$ cat src/rtl/uart_rx_param.sv
// uart_rx_param: parametrised UART receiver with an input synchroniser,
// false-start rejection, parity/framing/overrun flags and a one-word
// holding register drained through a valid/ready handshake.
//
// Ports:
//   clk      system clock
//   rstn     asynchronous active-low reset
//   UART_RX  serial line, idle high, asynchronous to clk
//   rdata    received word, meaningful while valid=1
//   valid    holding register contains a word
//   ready    consumer takes the word when valid&ready at a posedge
//   perr     parity error for the word in rdata (0 without parity)
//   ferr     framing error (a stop bit sampled low) for the word in rdata
//   overrun  sticky: an unconsumed word was overwritten; cleared on handshake
//   busy     receiver is in any state other than IDLE
module uart_rx_param #(
    parameter int unsigned CLK_PER_HALF_BIT = 5208,
    parameter int unsigned DATA_BITS        = 8,
    parameter int unsigned PARITY_EN        = 0,
    parameter int unsigned PARITY_ODD       = 0,
    parameter int unsigned STOP_BITS        = 1
) (
    input  logic                 clk,
    input  logic                 rstn,
    input  logic                 UART_RX,
    output logic [DATA_BITS-1:0] rdata,
    output logic                 valid,
    input  logic                 ready,
    output logic                 perr,
    output logic                 ferr,
    output logic                 overrun,
    output logic                 busy
);

    localparam int unsigned BIT_CLKS = 2 * CLK_PER_HALF_BIT;
    localparam int unsigned CNT_W    = $clog2(BIT_CLKS);
    localparam int unsigned IDX_W    = $clog2(DATA_BITS + 1);

    localparam logic [CNT_W-1:0] HALF_LAST = CNT_W'(CLK_PER_HALF_BIT - 1);
    localparam logic [CNT_W-1:0] BIT_LAST  = CNT_W'(BIT_CLKS - 1);
    localparam logic [IDX_W-1:0] DATA_LAST = IDX_W'(DATA_BITS - 1);
    localparam logic [IDX_W-1:0] STOP_LAST = IDX_W'(STOP_BITS - 1);
    localparam logic             PAR_EN    = (PARITY_EN != 0);
    localparam logic             PAR_ODD   = (PARITY_ODD != 0);

    typedef enum logic [2:0] {
        IDLE,
        START,
        DATA,
        PARITY,
        STOP,
        WAIT_HIGH
    } state_t;

    state_t               state_q, state_d;
    logic                 rx_meta, rx_s;
    logic [CNT_W-1:0]     cnt_q, cnt_d;
    logic [IDX_W-1:0]     idx_q, idx_d;
    logic [DATA_BITS-1:0] shreg_q, shreg_d;
    logic                 perr_acc_q, perr_acc_d;
    logic                 ferr_acc_q, ferr_acc_d;
    logic                 load_c;

    // Two-flop synchroniser; resets to the idle (high) line level.
    always_ff @(posedge clk or negedge rstn) begin
        if (!rstn) begin
            rx_meta <= 1'b1;
            rx_s    <= 1'b1;
        end else begin
            rx_meta <= UART_RX;
            rx_s    <= rx_meta;
        end
    end

    // State register.
    always_ff @(posedge clk or negedge rstn) begin
        if (!rstn) begin
            state_q <= IDLE;
        end else begin
            state_q <= state_d;
        end
    end

    // Next-state, sampling and frame accumulation.
    always_comb begin
        state_d    = state_q;
        cnt_d      = (cnt_q == BIT_LAST) ? '0 : cnt_q + CNT_W'(1);
        idx_d      = idx_q;
        shreg_d    = shreg_q;
        perr_acc_d = perr_acc_q;
        ferr_acc_d = ferr_acc_q;
        load_c     = 1'b0;

        unique case (state_q)
            IDLE: begin
                cnt_d = '0;
                if (!rx_s) begin
                    state_d = START;
                end
            end
            START: begin
                // Mid start bit: a high line here was only a glitch.
                if (cnt_q == HALF_LAST) begin
                    if (rx_s) begin
                        state_d = IDLE;
                    end else begin
                        state_d    = DATA;
                        idx_d      = '0;
                        perr_acc_d = 1'b0;
                        ferr_acc_d = 1'b0;
                    end
                end
            end
            DATA: begin
                if (cnt_q == BIT_LAST) begin
                    // Right-shift so the first (LSB) bit ends in bit 0.
                    shreg_d = {rx_s, shreg_q[DATA_BITS-1:1]};
                    idx_d   = idx_q + IDX_W'(1);
                    if (idx_q == DATA_LAST) begin
                        idx_d   = '0;
                        state_d = PAR_EN ? PARITY : STOP;
                    end
                end
            end
            PARITY: begin
                if (cnt_q == BIT_LAST) begin
                    perr_acc_d = ((^shreg_q) ^ rx_s) != PAR_ODD;
                    idx_d      = '0;
                    state_d    = STOP;
                end
            end
            STOP: begin
                if (cnt_q == BIT_LAST) begin
                    if (!rx_s) begin
                        ferr_acc_d = 1'b1;
                    end
                    idx_d = idx_q + IDX_W'(1);
                    if (idx_q == STOP_LAST) begin
                        idx_d   = '0;
                        load_c  = 1'b1;
                        // A low final stop bit means break/stuck line.
                        state_d = rx_s ? IDLE : WAIT_HIGH;
                    end
                end
            end
            WAIT_HIGH: begin
                cnt_d = '0;
                if (rx_s) begin
                    state_d = IDLE;
                end
            end
            default: begin
                state_d = IDLE;
            end
        endcase

        // Re-align the bit timer to each state entry.
        if (state_d != state_q) begin
            cnt_d = '0;
        end
    end

    // Frame datapath registers.
    always_ff @(posedge clk or negedge rstn) begin
        if (!rstn) begin
            cnt_q      <= '0;
            idx_q      <= '0;
            shreg_q    <= '0;
            perr_acc_q <= 1'b0;
            ferr_acc_q <= 1'b0;
        end else begin
            cnt_q      <= cnt_d;
            idx_q      <= idx_d;
            shreg_q    <= shreg_d;
            perr_acc_q <= perr_acc_d;
            ferr_acc_q <= ferr_acc_d;
        end
    end

    // Holding register and handshake; a load always wins over a drain.
    always_ff @(posedge clk or negedge rstn) begin
        if (!rstn) begin
            rdata   <= '0;
            valid   <= 1'b0;
            perr    <= 1'b0;
            ferr    <= 1'b0;
            overrun <= 1'b0;
            busy    <= 1'b0;
        end else begin
            busy <= (state_d != IDLE);
            if (load_c) begin
                rdata   <= shreg_q;
                perr    <= PAR_EN & perr_acc_q;
                ferr    <= ferr_acc_d;
                valid   <= 1'b1;
                overrun <= valid & ~ready;
            end else if (valid && ready) begin
                valid   <= 1'b0;
                overrun <= 1'b0;
            end
        end
    end

endmodule

$ cat config.mk
export PLATFORM = sky130hd
export DESIGN_NAME = uart_rx_param
export DESIGN_NICKNAME = d
export VERILOG_FILES = /design/src/rtl/uart_rx_param.sv
export SDC_FILE = /design/constraint.sdc
export NUM_CORES = 1
export LEC_CHECK = 0
export ABC_AREA = 1
export BUFFER_PORTS_ARGS = -buffer_cell sky130_fd_sc_hd__buf_4
export CORE_MARGIN = 2
export CORE_UTILIZATION = 55
export DETAILED_ROUTE_END_ITERATION = 10
export PLACE_DENSITY = 0.74
export SYNTH_ARGS = -nofsm -noshare
export SYNTH_HDL_FRONTEND = slang
export SYNTH_SLANG_ARGS = --single-unit
$ cat constraint.sdc
create_clock -name clk -period 2.4 [get_ports clk]
set_input_delay 0.12 -clock clk [delete_from_list [all_inputs] [get_ports clk]]
set_output_delay 0.12 -clock clk [all_outputs]
set_load 0.01 [all_outputs]
==> reports/results.md, run 1 <==
| Parameter | Value | Unit |
|:---|:---|:---|
| First-pass GRT wire length | 7721 | um |
| Setup slack of the worst register-to-register path | 0.43 | ns |
| Total setup violations reported at the end of the flow | 0 | - |
| DRT met1 WL | 2101 | um |
| Most instantiated flip-flop cell in the synthesis netlist | sky130_fd_sc_hd__dfrtp_1 | - |
| Max Freq | 506.3 | MHz |
| Post CTS Setup Buffer Count | 0 | - |
| Source-to-sink clock delay at the later pin of the worst-skew pair | 0.29 | ns |
| Initial core utilization | 55.97 | % |
| Starting DRT DRC Count | 104 | - |
| Lkg Pwr | 1.259 | nW |
| Post-placement setup slack | 0.1388 | ns |
| Synthesis warning total | 0 | - |
| Critical path peak fanout | 14 | - |
| Number of remaining DRC errors | 0 | - |
| CTS tree | yes | - |
| Routed Antenna Nets | 0 | - |
| Average via count per standard cell | 5.291 | - |
| Part of the total power dissipated in the clock network | 38.4 | % |
| Detailed-placement wirelength estimate | 3173 | um |
| Layout cells sized above 1 | 20.71 | % |
| Nature of the critical path endpoint | flop | - |
| Initial antenna violation count | 0 | - |
| Hold Fails Final Rpt | 0 | - |
| Placed cells | 351 | - |
| Overflow left after global routing | 0 | - |
| Vias in the first global route | 1835 | - |
| RSZ-0062 raised after global routing | false | - |
| Slew @ Worst Pin | 0.5724 | ns |
| Non-filler instance count after layout | 361 | - |
| Series of cell instances along the critical path | inv_1 > ha_1 > nor3b_2 > nand4_1 > nand3_2 > nand2_2 > nand2_2 > nand2_2 > nand2_4 > nor2_1 | - |
| Slew margin rel. | 61.80 | % |
| Worst slack on hold paths | 0.02189 | ns |
| Number of pins with negative max-slew slack in the final report | 0 | - |
| Path category of the worst min-delay check | in2reg | - |
| Internal power contribution | 0.9846 | mW |
| Cell types occupying the most area after synthesis | sky130_fd_sc_hd__dfrtp_1 44%, sky130_fd_sc_hd__nand2_1 7.3%, sky130_fd_sc_hd__nand3_1 5.8%, sky130_fd_sc_hd__nor2_4 5.6%, sky130_fd_sc_hd__nor2_1 5.5% | - |
| Largest stage delay, worst path | 0.41 | ns |
| Run status | finished clean | - |
| Clock tree buffer depth | 2 | - |
| Total core area | 4294 | sq um |
| Critical path data required time | 2.57 | ns |
| Cell type of the slowest stage on the worst timing path | sky130_fd_sc_hd__dfrtp_1 | - |
| Die Footprint | 4915 | sq um |
| Design Power | 1.251 | mW |
| Number of max-cap violations | 0 | - |
| Synthesized area divided by synthesized cell count | 8.288 | sq um |
| Avg WL per Cell | 12.25 | um |
| Cell types with the highest counts after synthesis | 47 x sky130_fd_sc_hd__nand2_1, 42 x sky130_fd_sc_hd__dfrtp_1, 35 x sky130_fd_sc_hd__nor2_1, 34 x sky130_fd_sc_hd__inv_1, 28 x sky130_fd_sc_hd__nand3_1 | - |
| ANT cells | 0 | - |
| Pin count of the biggest net entering global routing | 45 | - |
| Startpoint type of the worst setup path | flop | - |
| Die span in x | 70.11 | um |
| Crit path max-delay family | simple AND/OR/NAND/NOR gates | - |
| Setup TNS after final layout | 0 | ns |
| Combinational share of power | 2.0 | % |
| H-tree depth | 2 | - |
| Final Skew | 0.005836 | ns |
| Switching part of the total | 21.32 | % |
| Sum of routed wire length over all layers | 4421 | um |
| GRT Resource Usage Total | 19.80 | % |
| Net load switching power | 0.2668 | mW |
| Detailed route wirelength on metal2 | 2047 | um |
| Synth async-reset ratio | 100.0 | % |
| Number of rows created at floorplan | 24 | - |
| Number of buffer cells added on primary ports | 15 | - |
| Sequential fraction of the synthesis area | 45.91 | % |
| Reg clk slew, reported paths | 0.08 | ns |
| Critical path start-end classification | reg2reg | - |
| Number of standard cells after synthesis | 290 | - |
| First-pass detailed-route iteration total | 4 | - |
| Pwr dens | 470.7 | nW/um^2 |
| Arrival @ worst endpoint | 2.15 | ns |
| Post-Syn Area | 2404 | sq um |
| Clock buffers created by TritonCTS | 5 | - |
| FF+latch count, synth | 44 | - |
| Area share of the leading cell type in the synthesized netlist | 43.73 | % |
| Worst setup margin | 0.4250 | ns |
| Area added between synthesis and finish | 10.62 | % |
| Count of buffering cells on the critical path with inverters included | 1 | - |
| Period utilization | 82.29 | % |
| Shortest clock period the worst path allows after layout | 1.975 | ns |
| Number of primary I/O pins | 17 | - |
| Count of flip-flops with a built-in enable after synthesis | 0 | - |
| Worst IR Drop VDD | 0.3864 | mV |
| Largest area contributor in the synthesized netlist | sky130_fd_sc_hd__dfrtp_1 | - |
| Library cells used by synthesis | 34 | - |
| Routed met3 length | 195 | um |
| Die height | 70.11 | um |
| Mapped Nets | 298 | - |
| Sequential share of power | 59.6 | % |
| Global placer's final weighted congestion | 0.8807 | - |
| Clock root buffer master | sky130_fd_sc_hd__clkbuf_8 | - |
| Final net count | 316 | - |
| DR vias | 1910 | - |
| DR top layer | met4 | - |
| Clock sink count | 44 | - |
| Most frequent cell after synthesis | sky130_fd_sc_hd__nand2_1 | - |
| Cell seen most often among critical-path stages | sky130_fd_sc_hd__nand2_2 | - |
## final timing paths
check / from / end / depth (start not counted)
max in group asynchronous: rstn / rx_s$_DFF_PN1_ / 2
worst min-delay path: ready / valid$_DFFE_PN0P_ / 2
worst max register to register: idx_q[0]$_DFFE_PN0P_ / cnt_q[2]$_DFF_PN0_ / 10
worst max-delay path: idx_q[0]$_DFFE_PN0P_ / cnt_q[2]$_DFF_PN0_ / 10
min in group asynchronous: rstn / busy$_DFF_PN0_ / 2
worst min register to register: rx_meta$_DFF_PN1_ / rx_s$_DFF_PN1_ / 0
## cells by family after synthesis
family	Yosys count	synth area share (%)
other	1	0.1560
AO/OA/AOI/OAI	37	8.329
adder cells (fa/ha/maj)	4	2.082
buffers and inverters	45	8.016
AND/OR/NAND/NOR	155	34.04
flip-flops	44	45.91
XOR/XNOR	4	1.458
## per-stage QoR
step | area [sq um] | utilization (%)
6_report | 2659 | 61.92
5_1_grt | 2659 | 61.92
4_1_cts | 2656 | 61.86
3_5_place_dp | 2539 | 59.12
3_3_place_gp | 2539 | 59.12
2_1_floorplan | 2404 | -
## power by group through the flow
stage	clock network [mW]	logic, mW	registers, mW
3_3_place_gp	0	0.0238	0.761
6_report	0.480	0.0247	0.746
3_5_place_dp	0	0.0239	0.761
4_1_cts	0.502	0.0266	0.746
5_1_grt	0.518	0.0292	0.747
2_1_floorplan	0	0.00375	0.761
## cell type report
| type | count | area [sq um] |
|---|---|---|
| tap | 52 | 65.06 |
| sequential | 44 | 1104 |
| clock inverter | 2 | 15.01 |
| timing repair buffer | 18 | 140.1 |
| multi-input combinational | 201 | 1110 |
| inverter | 38 | 142.6 |
| clock buffer | 6 | 82.58 |
| fill | 376 | 1635 |
## worst register-to-register path, cell delays in order, from the launching register on
cell	delay [ns]
sky130_fd_sc_hd__dfrtp_1	0.41
sky130_fd_sc_hd__inv_1	0.10
sky130_fd_sc_hd__ha_1	0.14
sky130_fd_sc_hd__nor3b_2	0.32
sky130_fd_sc_hd__nand4_1	0.21
sky130_fd_sc_hd__nand3_2	0.15
sky130_fd_sc_hd__nand2_2	0.06
sky130_fd_sc_hd__nand2_2	0.06
sky130_fd_sc_hd__nand2_2	0.06
sky130_fd_sc_hd__nand2_4	0.27
sky130_fd_sc_hd__nor2_1	0.08
## per-layer routing
layer / track usage (%) / vias to the layer above
met5: 0 / -
met4: 8.547 / 0
met3: 3.463 / 9
li1: - / 968
met2: 31.85 / 44
met1: 26.46 / 889
## placed cells by master, fill, tap and decap left out
cell type,n
sky130_fd_sc_hd__nand2_1,47
sky130_fd_sc_hd__dfrtp_1,42
sky130_fd_sc_hd__inv_1,34
sky130_fd_sc_hd__nor2_1,34
sky130_fd_sc_hd__nand3_1,28
sky130_fd_sc_hd__o21ai_0,20
sky130_fd_sc_hd__buf_4,16
sky130_fd_sc_hd__nor2_4,12
sky130_fd_sc_hd__a21oi_1,11
sky130_fd_sc_hd__nand4_1,9
sky130_fd_sc_hd__nor2_2,6
sky130_fd_sc_hd__nand2_2,6
sky130_fd_sc_hd__clkbuf_8,6
sky130_fd_sc_hd__nor3_1,5
sky130_fd_sc_hd__inv_2,4
sky130_fd_sc_hd__ha_1,4
sky130_fd_sc_hd__xor2_1,3
sky130_fd_sc_hd__nand3_2,2
sky130_fd_sc_hd__a31o_2,2
sky130_fd_sc_hd__clkinvlp_4,2
sky130_fd_sc_hd__dlygate4sd3_1,2
sky130_fd_sc_hd__dfstp_2,2
sky130_fd_sc_hd__nor3b_2,1
sky130_fd_sc_hd__nor3_2,1
sky130_fd_sc_hd__a21oi_2,1
sky130_fd_sc_hd__nand3_4,1
sky130_fd_sc_hd__o21ai_1,1
sky130_fd_sc_hd__nand2_4,1
sky130_fd_sc_hd__nand3b_1,1
sky130_fd_sc_hd__o211ai_1,1
sky130_fd_sc_hd__xnor2_1,1
sky130_fd_sc_hd__or2_2,1
sky130_fd_sc_hd__o22ai_1,1
sky130_fd_sc_hd__conb_1,1
## registers in the layout (all words and copies together), names as in the netlist, 3 cells and up
register / flops
cnt_q: 14
rdata: 8
shreg_q: 8
idx_q: 4
state_q: 3
## repair_timing
action                                  4_1_cts  5_1_grt
endpoints found under the setup margin        0        7
hold buffers                                  2        0
hold endpoints to repair                     43        0
gates resized for setup                       0        1
Note: power is estimated with default switching activity, not from simulation.
==> run 2, diff against run 1 <==
==> constraint.sdc (replaced) <==
create_clock -name clk -period 1.9 [get_ports clk]
set_input_delay 0.095 -clock clk [delete_from_list [all_inputs] [get_ports clk]]
set_output_delay 0.095 -clock clk [all_outputs]
set_load 0.01 [all_outputs]
==> reports/results.md, run 2 (synthesized netlist as in run 1, its figures left out) <==
| Parameter | Value | Unit | Change |
|:---|:---|:---|:---|
| GRT Resource Usage Total | 21.24 | % | was 19.80% |
| Number of primary I/O pins | 17 | - | unchanged |
| Initial antenna violation count | 0 | - | unchanged |
| Critical path capture point | cnt_q[4]$_DFF_PN0_ | - | was cnt_q[2]$_DFF_PN0_ |
| Setup crit start | cnt_q[1]$_DFF_PN0_ | - | was idx_q[0]$_DFFE_PN0P_ |
| Number of flip-flops under the largest register name | 14 | - | unchanged |
| Source of the worst register-to-register timing path | cnt_q[1]$_DFF_PN0_ | - | was idx_q[0]$_DFFE_PN0P_ |
| Worst slack on hold paths | 0.3298 | ns | was 0.02189 ns |
| Worst flop-to-flop path endpoint | cnt_q[4]$_DFF_PN0_ | - | was cnt_q[2]$_DFF_PN0_ |
| Pwr dens | 514.8 | nW/um^2 | was 470.7 nW/um^2 |
| Period utilization | 98.54 | % | was 82.29% |
| Routed Antenna Nets | 0 | - | unchanged |
| First-pass GRT wire length | 8328 | um | was 7721 um |
| Arrival @ worst endpoint | 2.10 | ns | was 2.15 ns |
| Number of rows created at floorplan | 24 | - | unchanged |
| Startpoint type of the worst setup path | flop | - | unchanged |
| Leading cell type in the layout, fill and taps excluded | sky130_fd_sc_hd__nand2_1 | - | unchanged |
| CTS tree | yes | - | unchanged |
| H-tree depth | 2 | - | unchanged |
| Shortest clock period the worst path allows after layout | 1.872 | ns | was 1.975 ns |
| Run status | finished clean | - | unchanged |
| Vias in the first global route | 1902 | - | was 1835 |
| Number of pins with negative max-slew slack in the final report | 0 | - | unchanged |
| Critical path peak fanout | 5 | - | was 14 |
| Pin count of the biggest net entering global routing | 45 | - | unchanged |
| Starting DRT DRC Count | 97 | - | was 104 |
| Slew margin rel. | 62.77 | % | was 61.80% |
| Total core area | 4294 | sq um | unchanged |
| Number of buffer cells added on primary ports | 15 | - | unchanged |
| Path category of the worst min-delay check | in2async | - | was in2reg |
| Number of max-cap violations | 0 | - | unchanged |
| Clock tree buffer depth | 2 | - | unchanged |
| Sum of routed wire length over all layers | 4964 | um | was 4421 um |
| Max Freq | 534.1 | MHz | was 506.3 MHz |
| Largest registers | cnt_q x14, rdata x8, shreg_q x8 | - | unchanged |
| Critical path data required time | 2.13 | ns | was 2.57 ns |
| Layout cells sized above 1 | 29.59 | % | was 20.71% |
| First-pass detailed-route iteration total | 4 | - | unchanged |
| Die Footprint | 4915 | sq um | unchanged |
| Final net count | 345 | - | was 316 |
| Worst setup margin | 0.02767 | ns | was 0.4250 ns |
| Source-to-sink clock delay at the later pin of the worst-skew pair | 0.30 | ns | was 0.29 ns |
| Fillers | 347 | - | was 376 |
| Lkg Pwr | 1.436 | nW | was 1.259 nW |
| Area added between synthesis and finish | 24.57 | % | was 10.62% |
| Die height | 70.11 | um | unchanged |
| Total setup violations reported at the end of the flow | 0 | - | unchanged |
| Clock root buffer master | sky130_fd_sc_hd__clkbuf_8 | - | unchanged |
| Die span in x | 70.11 | um | unchanged |
| Clock sink count | 44 | - | unchanged |
| RSZ-0062 raised after global routing | true | - | was false |
| Number of remaining DRC errors | 0 | - | unchanged |
| Avg WL per Cell | 12.73 | um | was 12.25 um |
| Nature of the critical path endpoint | flop | - | unchanged |
| Non-filler instance count after layout | 390 | - | was 361 |
| Average via count per standard cell | 5.136 | - | was 5.291 |
| Clock buffers created by TritonCTS | 5 | - | unchanged |
| Register with the most flip-flops | cnt_q | - | unchanged |
| ANT cells | 0 | - | unchanged |
| Global placer's final weighted congestion | 0.9131 | - | was 0.8807 |
| Final Skew | 0.01117 | ns | was 0.005836 ns |
| Critical path start-end classification | reg2reg | - | unchanged |
| Reg clk slew, reported paths | 0.09 | ns | was 0.08 ns |
| Initial core utilization | 55.97 | % | unchanged |
| Worst IR Drop VDD | 0.5124 | mV | was 0.3864 mV |
| Hold Fails Final Rpt | 0 | - | unchanged |
| Detailed-placement wirelength estimate | 3454 | um | was 3173 um |
| Util after Layout | 69.73 | % | was 61.92% |
| DR vias | 2003 | - | was 1910 |
| Slew @ Worst Pin | 0.5585 | ns | was 0.5724 ns |
| Overflow left after global routing | 0 | - | unchanged |
| Placed cells | 374 | - | was 351 |
| Worst-case reg-to-reg path depth | 13 | - | was 10 |
| Setup slack of the worst register-to-register path | 0.03 | ns | was 0.43 ns |
| Most frequent cells in the layout | 47 x sky130_fd_sc_hd__nand2_1, 41 x sky130_fd_sc_hd__dfrtp_1, 37 x sky130_fd_sc_hd__buf_4, 32 x sky130_fd_sc_hd__inv_1, 31 x sky130_fd_sc_hd__nor2_1 | - | was 47 x sky130_fd_sc_hd__nand2_1, 42 x sky130_fd_sc_hd__dfrtp_1, 34 x sky130_fd_sc_hd__inv_1, 34 x sky130_fd_sc_hd__nor2_1, 28 x sky130_fd_sc_hd__nand3_1 |
| Post-placement setup slack | -0.2239 | ns | was 0.1388 ns |
-- run 2: final cells by class --
cell class	instances	area, sq um	area share [%]
Clock buffer	6	72.57	2.424
Clock inverter	2	12.51	0.4179
Inverter	38	142.6	4.764
Multi-Input combinational cell	202	1186	39.62
Sequential cell	44	1105	36.90
Tap cell	52	65.06	2.173
Timing Repair Buffer	46	410.4	13.71
-- run 2: where the power goes --
part	internal (mW)	switching, mW
combinational	0.0105	0.0232
clock	0.257	0.308
sequential	0.941	0.00190
-- run 2: worst min-delay path by stage --
stage / startpoint / slack, ns / end / cells past startpoint
detailed placement: rstn / 0.13 / busy$_DFF_PN0_ / 1
CTS: rstn / 0.34 / state_q[0]$_DFF_PN0_ / 2
global route: rx_meta$_DFF_PN1_ / 0.36 / rx_s$_DFF_PN1_ / 0
floorplan: rstn / -0.20 / busy$_DFF_PN0_ / 0
global placement: rstn / 0.12 / cnt_q[10]$_DFF_PN0_ / 1
finish: rstn / 0.33 / state_q[0]$_DFF_PN0_ / 2
-- run 2: timing repair --
action                                  CTS  global route
hold buffers                              3             0
buffers inserted                          0             4
gates cloned                              0             1
gates resized for setup                   4            17
endpoints found under the setup margin   14            21
endpoints found under the hold margin    44             0
pin swaps                                 0            10
-- run 2: metal layers --
layer / global-route usage (%) / vias to the layer above / routed length [um]
met5: 0 / - / 0
met4: 5.342 / 0 / 40
met3: 4.329 / 4 / 96
met2: 34.92 / 23 / 2415
met1: 28.99 / 948 / 2412
li1: - / 1028 / -
-- run 2: worst max-delay path, cell delays in order (launching register included) --
cell,delay [ns]
sky130_fd_sc_hd__dfrtp_1,0.36
sky130_fd_sc_hd__ha_2,0.20
sky130_fd_sc_hd__nand3_2,0.10
sky130_fd_sc_hd__buf_6,0.15
sky130_fd_sc_hd__nor2_4,0.12
sky130_fd_sc_hd__nand3_1,0.11
sky130_fd_sc_hd__nand2_1,0.10
sky130_fd_sc_hd__nand3_2,0.10
sky130_fd_sc_hd__nand2_2,0.08
sky130_fd_sc_hd__nand2_2,0.06
sky130_fd_sc_hd__nand2_4,0.12
sky130_fd_sc_hd__nand2_8,0.09
sky130_fd_sc_hd__buf_4,0.15
sky130_fd_sc_hd__nor2_4,0.07
-- run 2: per-stage QoR --
step,power (mW),setup TNS [ns],instance area (sq um)
floorplan,0.9661,0,2404
detailed placement,0.9910,-1.890,2736
CTS,1.559,0,2872
global route,1.603,-0.6212,2994
finish,1.541,0,2994
global placement,0.9910,-1.257,2736
